## src/rtl/matrix_result_reader.sv

```systemverilog
//=============================================================================
// Module   : matrix_result_reader
// Streams a ROWS x COLS result block out of data RAM in row-major order
// through a 2-entry output FIFO once every core has reported completion.
// Option   : define CHECKSUM_EN to build the running CHECKSUM accumulator.
// Revision : 1.0
//=============================================================================
`default_nettype none

module matrix_result_reader #(
  parameter int DATA_WIDTH = 16,
  parameter int ADDR_WIDTH = 16,
  parameter int NUM_CORES  = 4
) (
  input  logic                  MAIN_CLOCK,
  input  logic                  RESET,
  input  logic [NUM_CORES-1:0]  PROCESS_DONE,
  input  logic [ADDR_WIDTH-1:0] RESULT_BASE,
  input  logic [7:0]            ROWS,
  input  logic [7:0]            COLS,
  output logic [ADDR_WIDTH-1:0] RAM_ADDR,
  output logic                  RAM_RD_EN,
  input  logic [DATA_WIDTH-1:0] RAM_DATA_IN,
  output logic [DATA_WIDTH-1:0] OUT_DATA,
  output logic                  OUT_VALID,
  input  logic                  OUT_READY,
  output logic                  OUT_LAST,
  output logic                  DUMP_DONE,
  output logic [DATA_WIDTH-1:0] CHECKSUM
);

  typedef enum logic [1:0] {
    S_IDLE  = 2'd0,
    S_READ  = 2'd1,
    S_DRAIN = 2'd2,
    S_DONE  = 2'd3
  } state_t;

  state_t                  state_q;
  logic [ADDR_WIDTH-1:0]   addr_q;
  logic                    rd_en_q;
  logic                    dv_q;
  logic                    done_q;
  logic [15:0]             total_q;
  logic [15:0]             issued_q;
  logic [15:0]             sent_q;
  logic [DATA_WIDTH-1:0]   mem_q [2];
  logic                    wr_ptr_q;
  logic                    rd_ptr_q;
  logic [1:0]              cnt_q;

  logic [1:0]              cnt_d;
  logic                    issue_d;
  logic [15:0]             total_in;
  logic                    all_done;
  logic                    xfer;
  logic                    last_elem;
  logic                    reads_left;

  assign total_in   = {8'd0, ROWS} * {8'd0, COLS};
  assign all_done   = &PROCESS_DONE;
  assign reads_left = (issued_q != total_q);
  assign last_elem  = (sent_q == (total_q - 16'd1));

  // Data returning from RAM is presented straight to the consumer when the
  // FIFO is empty, so the first element appears the cycle its data lands.
  assign OUT_VALID = (cnt_q != 2'd0) || dv_q;
  assign OUT_LAST  = OUT_VALID && last_elem;
  assign xfer      = OUT_VALID && OUT_READY;

  always_comb begin
    OUT_DATA = '0;
    if (cnt_q != 2'd0) begin
      OUT_DATA = mem_q[rd_ptr_q];
    end else if (dv_q) begin
      OUT_DATA = RAM_DATA_IN;
    end
  end

  // Credit check: entries held after this edge plus the read already in
  // flight must leave room for the read about to be issued.
  always_comb begin
    cnt_d   = cnt_q + {1'b0, dv_q} - {1'b0, xfer};
    issue_d = 1'b0;
    if ((state_q == S_READ) && reads_left && ((cnt_d + {1'b0, rd_en_q}) < 2'd2)) begin
      issue_d = 1'b1;
    end
  end

  always_ff @(posedge MAIN_CLOCK or posedge RESET) begin
    if (RESET) begin
      state_q  <= S_IDLE;
      addr_q   <= '0;
      rd_en_q  <= 1'b0;
      dv_q     <= 1'b0;
      done_q   <= 1'b0;
      total_q  <= '0;
      issued_q <= '0;
      sent_q   <= '0;
      mem_q[0] <= '0;
      mem_q[1] <= '0;
      wr_ptr_q <= 1'b0;
      rd_ptr_q <= 1'b0;
      cnt_q    <= '0;
    end else begin
      rd_en_q <= 1'b0;
      dv_q    <= rd_en_q;
      cnt_q   <= cnt_d;

      if (dv_q && !(xfer && (cnt_q == 2'd0))) begin
        mem_q[wr_ptr_q] <= RAM_DATA_IN;
        wr_ptr_q        <= ~wr_ptr_q;
      end
      if (xfer && (cnt_q != 2'd0)) begin
        rd_ptr_q <= ~rd_ptr_q;
      end
      if (xfer) begin
        sent_q <= sent_q + 16'd1;
      end

      case (state_q)
        S_IDLE: begin
          if (all_done) begin
            total_q  <= total_in;
            sent_q   <= '0;
            wr_ptr_q <= 1'b0;
            rd_ptr_q <= 1'b0;
            if (total_in == 16'd0) begin
              issued_q <= '0;
              done_q   <= 1'b1;
              state_q  <= S_DONE;
            end else begin
              addr_q   <= RESULT_BASE;
              rd_en_q  <= 1'b1;
              issued_q <= 16'd1;
              state_q  <= S_READ;
            end
          end
        end
        S_READ: begin
          if (issue_d) begin
            addr_q   <= addr_q + 1'b1;
            rd_en_q  <= 1'b1;
            issued_q <= issued_q + 16'd1;
          end else if (!reads_left) begin
            state_q <= S_DRAIN;
          end
        end
        S_DRAIN: begin
          if (xfer && last_elem) begin
            done_q  <= 1'b1;
            state_q <= S_DONE;
          end
        end
        S_DONE: begin
          if (!all_done) begin
            done_q  <= 1'b0;
            state_q <= S_IDLE;
          end
        end
        default: begin
          state_q <= S_IDLE;
        end
      endcase
    end
  end

  assign RAM_ADDR  = addr_q;
  assign RAM_RD_EN = rd_en_q;
  assign DUMP_DONE = done_q;

`ifdef CHECKSUM_EN
  logic [DATA_WIDTH-1:0] cks_q;

  always_ff @(posedge MAIN_CLOCK or posedge RESET) begin
    if (RESET) begin
      cks_q <= '0;
    end else if ((state_q == S_IDLE) && all_done) begin
      cks_q <= '0;
    end else if (xfer) begin
      cks_q <= cks_q + OUT_DATA;
    end
  end

  assign CHECKSUM = cks_q;
`else
  assign CHECKSUM = '0;
`endif

endmodule

`default_nettype wire

```

## config.mk

```make
export PLATFORM = sky130hd
export DESIGN_NAME = matrix_result_reader
export DESIGN_NICKNAME = d
export VERILOG_FILES = /design/src/rtl/matrix_result_reader.sv
export SDC_FILE = /design/constraint.sdc
export NUM_CORES = 1
export LEC_CHECK = 0
export CAP_MARGIN = 5
export CORE_MARGIN = 1
export CORE_UTILIZATION = 55
export CTS_BUF_LIST = sky130_fd_sc_hd__clkbuf_4 sky130_fd_sc_hd__clkbuf_8 sky130_fd_sc_hd__clkbuf_16
export CTS_CLUSTER_DIAMETER = 200
export CTS_CLUSTER_SIZE = 30
export DETAILED_ROUTE_END_ITERATION = 10
export GPL_TIMING_DRIVEN = 0
export PLACE_DENSITY_LB_ADDON = 0.08
export SETUP_SLACK_MARGIN = 0.15
export SYNTH_ARGS = -nofsm -noshare
export SYNTH_HDL_FRONTEND = slang
export SYNTH_SLANG_ARGS = --single-unit
export TNS_END_PERCENT = 100
```

## constraint.sdc

```tcl
create_clock -name MAIN_CLOCK -period 9.9 [get_ports MAIN_CLOCK]
set_input_delay 1.98 -clock MAIN_CLOCK [delete_from_list [all_inputs] [get_ports MAIN_CLOCK]]
set_output_delay 1.98 -clock MAIN_CLOCK [all_outputs]
set_load 0.02 [all_outputs]
```

Yosys cells after proc, flatten, opt, wreduce, memory -nomap -nowiden
Index checks and enable logic that the tools add are counted.
Storage, ports and cells
  word-level logic and storage cells: 107
  input port bits: 55
  output and inout bits: 52
  bits in latches: 0
  bits in writable memories: 0
  ROM bits: 0
  register bits: 105
  memories: 0
Operators by class
  equal/unequal tests: 13
  bitwise operators: 4
  shift-type cells: 0
  add/sub/neg operators: 7
  muxes and demuxes: 42
  multipliers: 1
  div/mod/pow operators: 0
  reduce and logical (&&, ||, !) cells: 23
  $lt $le $gt $ge: 4
Operator list (count)
  2-to-1 mux 16 bit: 14
  case mux 16 bit (2 select lines): 2
  adder 16 x 1 -> 16 bit (second input constant): 3
  bitwise mux 32 bit: 1
  demux 16 bit (select 1 bit): 1
  equality test 16 bit: 1
  zero test 16 bit: 1
  multiplier 8 x 8 -> 16 bit: 1
  != test 16 bit: 1
  != test 2 bit (second input constant): 8
  subtractor 16 x 1 -> 16 bit (second input constant): 1
  2-to-1 mux 1 bit: 15
  AND reduction 5 bit: 3
  2-to-1 mux 2 bit: 6
  logical AND 1 bit: 9
  case mux 2 bit (4 select lines): 1
  AND reduction 4 bit: 2
  adder 2 x 1 -> 2 bit: 2
  equality test 2 bit (second input constant): 2
  greater-or-equal comparator 2 bit (second input constant): 2
  zero test 2 bit: 2
  inverter 1 -> 2 bit: 2
  nonzero test 2 bit: 2
  case mux 1 bit (3 select lines): 1
  other kinds (10): 11

Logic depth before layout (Yosys ltp)
  word-level depth: 10
  depth in mapped cells: 20
  mapped depth without buffers: 18

Worst setup path before layout
OpenSTA, ideal clock, no wires.
  kind: in2reg
  start point: in ROWS[2]
  end point: reg addr_q[0] (netlist: RAM_ADDR[0])
  library setup time: 0.137 ns
  stages: 18
  path buffers: 2
  required time: 9.763 ns
  arrival: 6.467 ns
  slack: 3.296 ns
  cell sequence: and2_1 -> fa_1 -> fa_1 -> fa_1 -> inv_1 -> fa_1 -> inv_1 -> ha_1 -> clkbuf_1 -> a21oi_1 -> o211ai_1 -> a311o_1 -> a211oi_1 -> a21oi_1 -> and3_1 -> a21oi_1 -> clkbuf_1 -> a21oi_1
On the way
  word-level cells in the longest chain between the ends: 4
Ends and longest elaborated chain
  from (decl): RTL line 19  | input logic [7:0] ROWS,
  multiplier 8 x 8 -> 16 bit: RTL line 60  | assign total_in = {8'd0, ROWS} * {8'd0, COLS};
  zero test 16 bit: RTL line 128  | if (total_in == 16'd0) begin
  != test 2 bit (no line)
  AND reduction 4 bit (no line)
  to (signal assigned): RTL line 142  | addr_q <= addr_q + 1'b1;
  to (decl): RTL line 40  | logic [ADDR_WIDTH-1:0] addr_q;
Every way passes these cells.
A chain may end at the register's enable or synchronous reset.

Worst setup path after layout
  start point: in COLS[7]
  end point: reg addr_q[4] (netlist: RAM_ADDR[4])
On the way
  word-level cells in the longest chain between the ends: 4
Ends and longest elaborated chain
  from (decl): RTL line 20  | input logic [7:0] COLS,
  multiplier 8 x 8 -> 16 bit: RTL line 60
  zero test 16 bit: RTL line 128
  != test 2 bit (no line)
  AND reduction 4 bit (no line)
Every way passes these cells.

==> metrics.txt <==
# TYPE chip_impl_metric gauge
chip_impl_info{name="cts.root.buffer_cell",value="clkbuf_16"} 1
chip_impl_metric{name="antenna_found_initial",unit=""} 0
chip_impl_info{name="status",value="complete, no violations"} 1
chip_impl_metric{name="post-route-drc-count",unit=""} 0
chip_impl_info{name="synth_largest_area_cell",value="dfrtp_1"} 1
chip_impl_metric{name="synth_xor_area_share",unit="%"} 8.10
chip_impl_metric{name="worst-path-max-fanout",unit=""} 10
chip_impl_info{name="cp-end-kind",value="register"} 1
chip_impl_info{name="netlist_top_cells_count",value="105 x dfrtp_1, 79 x nand2_1, 65 x inv_1, 58 x o21ai_0, 57 x and2_1"} 1
chip_impl_metric{name="synth_compound_area_share",unit="%"} 12.3
chip_impl_metric{name="gr-usage-all-layers",unit="%"} 25.4
chip_impl_metric{name="preCtsSetupSlack",unit="ns"} 1.73
chip_impl_metric{name="synth_simple_gate_area_share",unit="%"} 19.4
chip_impl_metric{name="finalWorstSetupSlack",unit="ns"} 2.13
chip_impl_metric{name="finalClockSkew",unit="ns"} 0.00724
chip_impl_metric{name="final_min_period_over_clock_period",unit="%"} 78.4
chip_impl_metric{name="drt_iter0_markers",unit=""} 428
chip_impl_metric{name="synth_seq_cells",unit=""} 105
chip_impl_metric{name="nNetsFinal",unit=""} 1207
chip_impl_metric{name="synth_enable_flop_cells",unit=""} 0
chip_impl_metric{name="synth.distinct_cells",unit=""} 70
chip_impl_metric{name="ctsHtreeMaxLevel",unit=""} 3
chip_impl_metric{name="viasPerCell",unit=""} 5.68
chip_impl_metric{name="detail-route-antenna-nets",unit=""} 0
chip_impl_info{name="worstHoldPathType",value="register to register"} 1
chip_impl_metric{name="place_congestion",unit=""} 0.882
chip_impl_metric{name="floorplan.die.height",unit="um"} 127
chip_impl_metric{name="post_synth_fa_ha_maj_area_fraction",unit="%"} 15.5
chip_impl_metric{name="antenna-diode-count",unit=""} 0
chip_impl_metric{name="area_fraction_of_the_dominant_cell_type_after_synthesis",unit="%"} 30.7
chip_impl_metric{name="period_needed",unit="ns"} 7.77
chip_impl_metric{name="first_global_vias",unit=""} 6782
chip_impl_metric{name="tritoncts.num_buffers",unit=""} 9
chip_impl_metric{name="synth-seq-area-share",unit="%"} 30.7
chip_impl_metric{name="fp.dieW",unit="um"} 127
chip_impl_metric{name="count_of_pins_on_the_block_boundary",unit=""} 107
chip_impl_metric{name="finalSetupViolCount",unit=""} 0
chip_impl_metric{name="synthArstFlopShare",unit="%"} 100
chip_impl_metric{name="arrival",unit="ns"} 7.98
chip_impl_metric{name="die_area",unit="um2"} 16000
chip_impl_metric{name="drt-wirelength-per-cell",unit="um"} 15.3
chip_impl_metric{name="critPathRequiredTime",unit="ns"} 10.12
chip_impl_metric{name="grt_pass1_wl",unit="um"} 33000
chip_impl_info{name="cp-start-kind",value="input pin"} 1
chip_impl_metric{name="detailroute.via_count",unit=""} 7167
chip_impl_metric{name="clock_path_buffers",unit=""} 2
chip_impl_info{name="library_cell_with_the_highest_instance_count_after_synthesis",value="dfrtp_1"} 1
chip_impl_metric{name="core-area",unit="um2"} 15200
chip_impl_metric{name="irDropWorstVdd",unit="uV"} 168
chip_impl_info{name="post_synth_main_area_contributors",value="dfrtp_1 31%, fa_1 8.4%, ha_1 7.0%"} 1
chip_impl_metric{name="tightest_slew",unit="ns"} 0.765
chip_impl_info{name="path_class",value="input pin to register"} 1
chip_impl_metric{name="cap_violations",unit=""} 0
chip_impl_metric{name="place_hpwl",unit="um"} 14500
chip_impl_metric{name="rows",unit=""} 45
chip_impl_metric{name="synth_area",unit="um2"} 8550
chip_impl_metric{name="post_cts_buffers",unit=""} 0
chip_impl_info{name="cts_tree",value="yes"} 1
chip_impl_metric{name="post-layout-total-power",unit="W"} 0.00289
chip_impl_metric{name="totalWireLength",unit="um"} 19300
chip_impl_metric{name="synth_warnings",unit=""} 0
chip_impl_metric{name="drive_gt1_share",unit="%"} 8.39
chip_impl_metric{name="fmax",unit="MHz"} 129
chip_impl_metric{name="globalRoute.totalOverflow",unit=""} 0
chip_impl_metric{name="max-slew-margin-rel",unit="%"} 49.0
chip_impl_metric{name="power.static_leakage",unit="nW"} 4.53
chip_impl_metric{name="postSynthCellCount",unit=""} 951
chip_impl_metric{name="grt_max_degree",unit=""} 61
chip_impl_info{name="yosys_most_used_dff",value="dfrtp_1"} 1
chip_impl_metric{name="fin_max_slew_vios",unit=""} 0
chip_impl_metric{name="place.port_buffers",unit=""} 90
chip_impl_info{name="grt_setup_unrepaired",value="no"} 1
chip_impl_metric{name="post_cts.resized_instances",unit=""} 0
chip_impl_info{name="synth_top_family_by_area",value="simple AND/OR/NAND/NOR gates"} 1
chip_impl_metric{name="flow.area_growth_from_synthesis",unit="%"} 18.2
chip_impl_metric{name="detailedRoute.firstPassIterationCount",unit=""} 5
chip_impl_metric{name="clkSlewWorstSetupHoldPaths",unit="ns"} 0.07
chip_impl_metric{name="start_util",unit="%"} 56.2
chip_impl_metric{name="setup_total_negative_slack",unit="ns"} 0
chip_impl_metric{name="hold_viol_final",unit=""} 0
chip_impl_metric{name="synth.mux.area_fraction",unit="%"} 7.06
chip_impl_metric{name="clock_sink_count",unit=""} 105
chip_impl_metric{name="cts_hold_buf",unit=""} 0
chip_impl_metric{name="clk_latency",unit="ns"} 0.36
chip_impl_metric{name="areal_power_density_over_the_cells",unit="nW/um2"} 286
chip_impl_metric{name="synthesis.area_per_instance",unit="um2"} 8.99
routing by layer:
layer | vias to the layer above | routed length, um | global-route usage [%]
met1 | 3491 | 9360 | 36.9
li1 | 3486 | - | -
met2 | 170 | 8970 | 40.2
met3 | 20 | 763 | 4.09
met5 | - | 0 | 0
met4 | 0 | 208 | 5.67
registers in the layout, summed over array words and instances (netlist names):
register,flops
sent_q,16
issued_q,16
wr_ptr_q,1
dv_q,1
RAM_RD_EN,1
mem_q,32
state_q,2
total_q,16
RAM_ADDR,16
rd_ptr_q,1
DUMP_DONE,1
cnt_q,2
final timing paths:
path | from | to | slack (ns) | cells after the start
worst max-delay path | COLS[7] | RAM_ADDR[4] | 2.13 | 19
worst min-delay path | RAM_RD_EN | dv_q | 0.44 | 0
worst max register to register | dv_q | RAM_ADDR[4] | 6.05 | 14
worst min register to register | RAM_RD_EN | dv_q | 0.44 | 0
max in group asynchronous | RESET | mem_q[13] | 7.16 | 3
min in group asynchronous | RESET | RAM_ADDR[4] | 2.06 | 2
metrics by stage:
stage	hold slack, ns	instance area [um2]	util [%]	cells
floorplan	0.480	8600	-	966
global placement	0.427	9740	64.1	1244
detailed placement	0.426	9770	64.3	1245
CTS	0.441	10100	66.5	1261
global route	0.452	10100	66.5	1261
finish	0.440	10100	66.5	1261
final cells by class:
| type | count | area [um2] |
|---|---|---|
| inverter | 65 | 246 |
| multi-input combinational | 728 | 5380 |
| buffer | 68 | 349 |
| clock buffer | 10 | 239 |
| sequential | 105 | 2630 |
| clock inverter | 6 | 95.1 |
| tap | 188 | 235 |
| timing repair buffer | 91 | 928 |
| fill | 1274 | 5100 |
kinds of logic after synthesis:
| family | after synthesis |
|---|---|
| and+or+nand+nor | 321 |
| AOI/OAI and AO/OA | 172 |
| buffers and inverters | 133 |
| DFF | 105 |
| adders and majority gates | 84 |
| xor gates and xnor gates | 79 |
| muxes | 56 |
| other | 1 |
cell usage in the layout, fill, tap and decap left out, types with 3 or more instances in the layout:
master / instances
clkbuf_16: 9
xnor2_1: 39
conb_1: 16
inv_6: 3
nor2_1: 54
nand2b_1: 4
a21o_1: 3
clkdlybuf4s50_1: 90
a211oi_1: 6
nand3_1: 42
clkbuf_1: 42
o22ai_1: 8
inv_1: 64
a31oi_1: 11
xor2_1: 40
and3_1: 15
buf_2: 4
nor2b_1: 3
mux2i_1: 22
nor4_1: 5
ha_1: 48
o31ai_1: 3
mux2_2: 34
o21a_1: 6
or3_1: 9
nor3_1: 12
and2_1: 57
buf_4: 19
nand4_1: 23
o211ai_1: 5
nand2_1: 79
dfrtp_1: 105
o21ai_0: 58
fa_1: 36
a21oi_1: 44
critical path, cell delays in order:
cell             delay [ns]
clkdlybuf4s50_1        0.55
and2_1                 0.23
fa_1                   0.52
fa_1                   0.52
fa_1                   0.54
inv_1                  0.06
fa_1                   0.40
inv_1                  0.06
ha_1                   0.21
clkbuf_1               0.24
a21oi_1                0.23
o211ai_1               0.14
a311o_1                0.38
a211oi_1               0.41
a21oi_1                0.13
and3_1                 0.26
a21oi_1                0.53
clkbuf_1               0.46
a21oi_1                0.13
power by group:
| group | total, W | internal [W] | leakage, nW | switching [W] |
|---|---|---|---|---|
| clock network | 0.000400 | 0.000232 | 0.164 | 0.000169 |
| logic | 0.00175 | 0.000764 | 3.05 | 0.000986 |
| registers | 0.000740 | 0.000597 | 1.31 | 0.000143 |
| total | 0.00289 | 0.00159 | 4.53 | 0.00130 |
No activity file was read; power rests on OpenSTA's default activity.
